--- src/rtl/pll_lock_supervisor.sv ---
`default_nettype none
// ============================================================================
// Module      : pll_lock_supervisor
// Description : Per-channel PLL reset/lock sequencer with debounce, retry on
//               timeout, saturating loss counters and a global system reset.
// Revision    : 1.0 - initial release
// ============================================================================
module pll_lock_supervisor #(
    parameter int N_CH          = 2,
    parameter int RST_CYCLES    = 16,
    parameter int LOCK_TIMEOUT  = 1000000,
    parameter int STABLE_CYCLES = 1024,
    parameter int CNT_W         = 24,
    parameter int LOSS_W        = 8
) (
    input  logic                     clk,
    input  logic                     rst,
    input  logic [N_CH-1:0]          pll_lock_i,
    input  logic                     clr_i,
    output logic [N_CH-1:0]          pll_rst_o,
    output logic [N_CH-1:0]          locked_o,
    output logic                     all_locked_o,
    output logic                     sys_rst_o,
    output logic [N_CH-1:0]          timeout_o,
    output logic [N_CH*LOSS_W-1:0]   loss_cnt_o
);

    localparam longint c_max_cycles =
        (RST_CYCLES >= LOCK_TIMEOUT && RST_CYCLES >= STABLE_CYCLES) ? longint'(RST_CYCLES) :
        (LOCK_TIMEOUT >= STABLE_CYCLES)                             ? longint'(LOCK_TIMEOUT) :
                                                                      longint'(STABLE_CYCLES);
    localparam longint c_timer_lim = (longint'(1) << CNT_W) - 1;

    if (c_max_cycles > c_timer_lim || RST_CYCLES < 1 || LOCK_TIMEOUT < 2 ||
        STABLE_CYCLES < 1) begin : g_param_check
        $error("pll_lock_supervisor: illegal cycle parameters or CNT_W too small");
    end

    localparam logic [CNT_W-1:0]  c_rst_last    = CNT_W'(RST_CYCLES - 1);
    localparam logic [CNT_W-1:0]  c_tmo_last    = CNT_W'(LOCK_TIMEOUT - 1);
    localparam logic [CNT_W-1:0]  c_stable_last = CNT_W'(STABLE_CYCLES - 1);
    localparam logic [CNT_W-1:0]  c_timer_max   = '1;
    localparam logic [LOSS_W-1:0] c_loss_max    = '1;

    typedef enum logic [1:0] {
        ST_RESET_PLL = 2'd0,
        ST_WAIT_LOCK = 2'd1,
        ST_STABILIZE = 2'd2,
        ST_LOCKED    = 2'd3
    } state_t;

    logic [N_CH-1:0] r_sync1;
    logic [N_CH-1:0] r_sync2;
    logic            r_all_locked;
    logic            r_sys_rst;

    // Raw lock is asynchronous to clk; only the second flop feeds the FSMs.
    always_ff @(posedge clk) begin
        if (rst) begin
            r_sync1 <= '0;
            r_sync2 <= '0;
        end else begin
            r_sync1 <= pll_lock_i;
            r_sync2 <= r_sync1;
        end
    end

    for (genvar k = 0; k < N_CH; k++) begin : g_ch
        state_t            r_state;
        state_t            w_state_nxt;
        logic [CNT_W-1:0]  r_timer;
        logic [CNT_W-1:0]  w_timer_nxt;
        logic [CNT_W-1:0]  w_timer_inc;
        logic [LOSS_W-1:0] r_loss;
        logic              r_timeout;
        logic              w_lk;
        logic              w_loss_evt;
        logic              w_timeout_evt;

        assign w_lk        = r_sync2[k];
        assign w_timer_inc = (r_timer == c_timer_max) ? r_timer : r_timer + CNT_W'(1);

        always_comb begin
            w_state_nxt   = r_state;
            w_timer_nxt   = w_timer_inc;
            w_loss_evt    = 1'b0;
            w_timeout_evt = 1'b0;
            case (r_state)
                ST_RESET_PLL: begin
                    if (r_timer >= c_rst_last) begin
                        w_state_nxt = ST_WAIT_LOCK;
                        w_timer_nxt = '0;
                    end
                end
                ST_WAIT_LOCK: begin
                    if (w_lk) begin
                        w_state_nxt = ST_STABILIZE;
                        w_timer_nxt = '0;
                    end else if (r_timer >= c_tmo_last) begin
                        w_state_nxt   = ST_RESET_PLL;
                        w_timer_nxt   = '0;
                        w_timeout_evt = 1'b1;
                    end
                end
                // Timer counts consecutive high-lock cycles seen in this state.
                ST_STABILIZE: begin
                    if (!w_lk) begin
                        w_state_nxt = ST_WAIT_LOCK;
                        w_timer_nxt = '0;
                    end else if (r_timer >= c_stable_last) begin
                        w_state_nxt = ST_LOCKED;
                        w_timer_nxt = '0;
                    end
                end
                ST_LOCKED: begin
                    if (!w_lk) begin
                        w_state_nxt = ST_RESET_PLL;
                        w_timer_nxt = '0;
                        w_loss_evt  = 1'b1;
                    end
                end
                default: begin
                    w_state_nxt = ST_RESET_PLL;
                    w_timer_nxt = '0;
                end
            endcase
        end

        // A loss/timeout event coinciding with clr_i takes precedence.
        always_ff @(posedge clk) begin
            if (rst) begin
                r_state   <= ST_RESET_PLL;
                r_timer   <= '0;
                r_loss    <= '0;
                r_timeout <= 1'b0;
            end else begin
                r_state   <= w_state_nxt;
                r_timer   <= w_timer_nxt;
                r_timeout <= w_timeout_evt | (r_timeout & ~clr_i);
                if (clr_i) begin
                    r_loss <= w_loss_evt ? LOSS_W'(1) : '0;
                end else if (w_loss_evt && (r_loss != c_loss_max)) begin
                    r_loss <= r_loss + LOSS_W'(1);
                end
            end
        end

        assign pll_rst_o[k]                     = (r_state == ST_RESET_PLL);
        assign locked_o[k]                      = (r_state == ST_LOCKED);
        assign timeout_o[k]                     = r_timeout;
        assign loss_cnt_o[k*LOSS_W +: LOSS_W]   = r_loss;
    end

    always_ff @(posedge clk) begin
        if (rst) begin
            r_all_locked <= 1'b0;
            r_sys_rst    <= 1'b1;
        end else begin
            r_all_locked <= &locked_o;
            r_sys_rst    <= ~r_all_locked;
        end
    end

    assign all_locked_o = r_all_locked;
    assign sys_rst_o    = r_sys_rst;

endmodule
`default_nettype wire

--- config.mk ---
export PLATFORM = sky130hd
export DESIGN_NAME = pll_lock_supervisor
export DESIGN_NICKNAME = d
export VERILOG_FILES = /design/src/rtl/pll_lock_supervisor.sv
export SDC_FILE = /design/constraint.sdc
export NUM_CORES = 1
export LEC_CHECK = 0
export CAP_MARGIN = 20
export CORE_UTILIZATION = 30
export CTS_CLUSTER_SIZE = 10
export DETAILED_ROUTE_END_ITERATION = 12
export PLACE_DENSITY_LB_ADDON = 0.1
export SLEW_MARGIN = 0
export SYNTH_ARGS = -nofsm -noshare
export SYNTH_HDL_FRONTEND = slang
export SYNTH_SLANG_ARGS = --single-unit
export TNS_END_PERCENT = 20
--- constraint.sdc ---
create_clock -name clk -period 2.2 [get_ports clk]
set_clock_uncertainty 0.2 [all_clocks]
set_input_delay 0.44 -clock clk [delete_from_list [all_inputs] [get_ports clk]]
set_output_delay 0.44 -clock clk [all_outputs]
set_load 0.005 [all_outputs]
# Word-level counts from Yosys, hierarchy flattened
# Cells that the tools add are included.
totals:
  latchBits: 0
  ram_bits: 0
  input_bits: 5
  output_inout_bits: 24
  mem_bits_ro: 0
  elab_cells: 101
  mem_count: 0
  ff_bits: 76
op_classes:
  shift: 0
  multipliers: 0
  muxes: 46
  eq_ne: 18
  n_div: 0
  bitwise: 6
  add_sub_neg: 4
  reduce_logical: 9
  order_cmp: 6
op_table:
  columns: ["cell", "n"]
  rows:
  - ["$mux W24", 14]
  - ["$pmux W24 S4", 2]
  - ["$add A24 B1 Y24 const B", 2]
  - ["$eq A24 B24 Y1 const B", 2]
  - ["$ge A24 B10 Y1 const B", 2]
  - ["$ge A24 B20 Y1 const B", 2]
  - ["$ge A24 B4 Y1 const B", 2]
  - ["$mux W8", 4]
  - ["$mux W2", 12]
  - ["$add A8 B1 Y8 const B", 2]
  - ["$ne A8 B8 Y1 const B", 2]
  - ["$pmux W2 S4", 2]
  - ["$mux W1", 12]
  - ["$ne A3 B3 Y1 const B", 4]
  - ["$eq A2 B2 Y1 const B", 4]
  - ["$reduce_and A4 Y1", 2]
  - ["$eq A2 B1 Y1 const B", 2]
  - ["$logic_not A2 Y1", 2]
  - ["$ne A2 B1 Y1 const B", 2]
  - ["$ne A2 B2 Y1 const B", 2]
  - ["$reduce_bool A2 Y1", 2]
  - ["$and A1 B1 Y1", 2]
  - ["$logic_and A1 B1 Y1", 2]
  - ["$not A1 Y1", 2]
  - ["2 further kinds", 3]

# Logic depth before layout (Yosys ltp)
logic_depth:
  ltp_word: 5
  depth_mapped: 7
  ltp_nobuf: 6

# Worst setup path after synthesis
# No wires, ideal clock.
synth_path:
  path_kind: "reg2reg"
  start: "reg g_ch[1].r_timer[16]"
  end: "reg g_ch[1].r_state[0]"
  setup_time_ps: 123
  stages_incl_launch_ff: 6
  t_arrival_ps: 1988
  slack_ps: -112
  period_less_slack_ps: 2312
  n_path_buf: 0
  required_ps: 1877
  cell_sequence: "dfxtp_1 -> nand4_2 -> or3_1 -> o311a_1 -> a211oi_4 -> mux2_1"
synth_between:
  elab_chain_cells: 3
  word_cells_on_any_way: 7
  classes_between: "order compare (3); eq/ne (3); reduce/logical (1)"
synth_lines:
  columns: ["item", "line", "text"]
  rows:
  - ["start: declaration", "71", "logic [CNT_W-1:0] r_timer;"]
  - ["start signal: assignment", "138", "r_timer <= w_timer_nxt;"]
  - ["$ge A24 B10 Y1, or another cell as far along", "110", "end else if (r_timer >= c_stable_last) begin"]
  - ["$ne A3 B3 Y1 (no line) / $ne A2 B1 Y1 (equally long branches)", null, null]
  - ["$reduce_and A4 Y1 (no line) (*)", null, null]
  - ["end signal: assignment", "137", "r_state <= w_state_nxt;"]
  - ["end: declaration", "69", "state_t r_state;"]
# Every way passes the cells marked *; elsewhere a longest branch is shown, timed or not.
# A chain may end at the register's enable or synchronous reset.

# Worst setup path after layout
layout_path:
  start: "reg g_ch[1].r_timer[19]"
  end: "reg g_ch[1].r_state[0]"
# Same word-level chain as after synthesis.

==> qor.txt <==
Iter 0 DRT Violations: 170
Area occupied by multi-input gates: 2490 sq um
GRT Util Overall: 0.166
DRT Wirelength: 10.6 mm
Filler cells: 1304
Post-route DRC: 0
Die Width: 116 um
Chip Height: 116 um
Synthesized netlist cell count: 462
Final Setup Violations: 21
Synth Register Bits: 76
First-pass GRT wire length: 17.3 mm
Tot Pwr: 3.13 mW
Post-synthesis compound-gate area fraction: 0.129
GR Layer Usage met1: 0.207
CTS tree: done
Slew @ Worst Pin: 562 ps
GRT Max-Usage Layer: met2
Met3 usage: 0.0497
Main flop type after synthesis: dfxtp_1
Initial antenna violation count: 0
Crit end category: flip-flop
Number of H-tree levels: 3
Area grow syn2layout: 45.8%
Final Hold Fails: 0
Leading cell type by number of instances after synthesis: dfxtp_1
CP Launch Type: flip-flop
Pre-antenna DRT Iters: 4
Outcome: finished with violations
Critical Path AT: 2300 ps
Clk sinks: 76
RSZ-0062 raised after global routing: yes
Clock Path Buffers: 2
Gpl congestion: 0.775
Worst rel slew slack: 0.616
IO Pins: 29
Top cell type's share of synthesized area: 0.390
TNS Setup: -299 ps
Dpl hpwl: 7.50 mm
Worst min path class: reg2reg
PortBufs: 28
Via Count: 3744
Die area: 13500 sq um
Design Area, Final: 5680 sq um
Syn Std Cell Area: 3900 sq um
Synth cell types: 49
Starting Density: 0.309
Area after DPL: 5030 sq um
WS Path Type: reg2reg
Worst-path clk slew: 60 ps
Ratio of cells with drive above 1 in the final layout: 0.293
Vias in the first global route: 3581
Post-synth top cells: dfxtp_1 (76), nor3_1 (52), nor2_1 (38), nand2_1 (37), xnor2_1 (26)
Synth area leaders: dfxtp_1 (39%), nor3_1 (6.7%), xnor2_1 (5.8%)
Routed length per instance: 14.0 um
CTS buffer count: 9
Met2 usage: 0.272
Failing checks: negative setup slack
Number of synthesized flops with an enable pin: 0
Async SR Flop Fraction: 0
Max-Cap Viols: 0
Worst EP required: 2230 ps
Post-Syn Nets: 471
Period minus WS final: 2270 ps
Cts hold-fix bufs: 0
Post-Synth Simple-Gate Area: 0.312
Core box area: 12600 sq um
ANT nets after route: 0
Final #Nets: 587
Crit Path Max Fanout: 4
Largest net degree at the start of global routing: 25
P_leak: 2.10 nW
VDD IR max: 0.325 mV
Adder-Cell Fraction of Synth Area: 0.0128
Total congestion overflow: 0
Root buffer cell: clkbuf_16
Setup WS pre-CTS: -165 ps
Vias per cell: 4.96
Max-slew violations: 0
Ys Warns: 0
Clk Latency, worst-skew pair: 340 ps
Row count: 41
Largest family of logic cells by synthesized area: simple AND/OR/NAND/NOR gates
Synthesized area per cell: 8.44 sq um
Max Clk Rate: 441 MHz
Area leader, netlist: dfxtp_1
Post-synthesis xor/xnor area fraction: 0.0989
Diode count: 0
Pwr per Cell Area: 551 nW/um^2
Fin Hold WS: 187 ps
Fraction of synthesized area in multiplexers: 0.0212
Sequential element share of the synthesized area: 0.390
FF/Latch Area: 1530 sq um
Period utilization: 1.03
Final worst slack: -67.8 ps
-- flip-flops by register name (all words and copies together) (netlist names) --
| register | flops |
|---|---|
| all_locked_o | 1 |
| g_ch.r_state | 4 |
| g_ch.r_timeout | 2 |
| g_ch.r_timer | 48 |
| g_ch.r_loss | 16 |
| sys_rst_o | 1 |
| r_sync2 | 2 |
| r_sync1 | 2 |
-- layout by cell type (no fill, tap or decap), types with 7 or more instances in the layout --
cell	instances
a211oi_1	7
a21oi_1	12
and3_1	10
buf_4	94
clkbuf_16	9
clkdlybuf4s50_1	27
dfxtp_1	66
dfxtp_2	10
inv_1	8
nand2_1	36
nand3_1	17
nand4_1	15
nor2_1	36
nor2b_1	7
nor3_1	39
nor3_2	13
nor4_1	9
o21ai_0	10
or3_1	10
xnor2_1	26
xor2_1	18
-- metrics by stage --
| stage | util | instances |
|---|---|---|
| finish | 0.450 | 755 |
| detailed placement | 0.398 | 728 |
| CTS | 0.429 | 744 |
| floorplan | - | 462 |
| global placement | 0.398 | 728 |
| global route | 0.450 | 755 |
-- logic make-up (layout without fill, tap and decap cells) --
logic type / after synthesis / after routing
adder cells (fa/ha/maj): 4 / 4
buffers and inverters: 32 / 153
flip-flops: 76 / 76
XOR/XNOR: 44 / 44
AND/OR/NAND/NOR: 230 / 230
AO/OA/AOI/OAI: 68 / 68
multiplexers: 8 / 8
-- layout make-up --
class	instances	share of cell area
Multi-Input combinational cell	354	0.438
Clock buffer	11	0.0427
Clock inverter	5	0.0132
Inverter	8	0.00528
Timing Repair Buffer	129	0.193
Tap cell	172	0.0379
Sequential cell	76	0.270
-- layer usage --
layer  share of wire  wire [um]
met1            0.47       4950
met2            0.48       5100
met3           0.032        337
met4           0.016        164
met5               0          0
-- critical path, cell delays in order, from the launching register on --
cell	delay, ps
dfxtp_2	350
nand4_4	110
or3_4	380
o311a_1	370
a211oi_4	410
mux2_4	330
-- report_power, final --
group          internal [mW]  switching [mW]  leakage, nW
clock network           1.02           0.585        0.159
logic                 0.0626          0.0622         1.33
registers               1.39          0.0120        0.619
total                   2.47           0.659         2.10
-- repair_timing --
action | 4_1_cts | 5_1_grt
setup endpoints to repair | 45 | 53
endpoints found under the hold margin | 0 | 0
pin swaps | 1 | 14
resized for setup | 13 | 44
cloned | 0 | 1
setup buffers | 0 | 10
-- worst paths after layout --
check,start,endpoint,slack (ps),depth (start not counted)
hold reg to reg,all_locked_o,sys_rst_o,190,1
setup reg to reg,g_ch[1].r_timer[19],g_ch[1].r_state[0],-70,5
hold / removal,all_locked_o,sys_rst_o,190,1
setup / recovery,g_ch[1].r_timer[19],g_ch[1].r_state[0],-70,5
(Power assumes the default switching activity.)
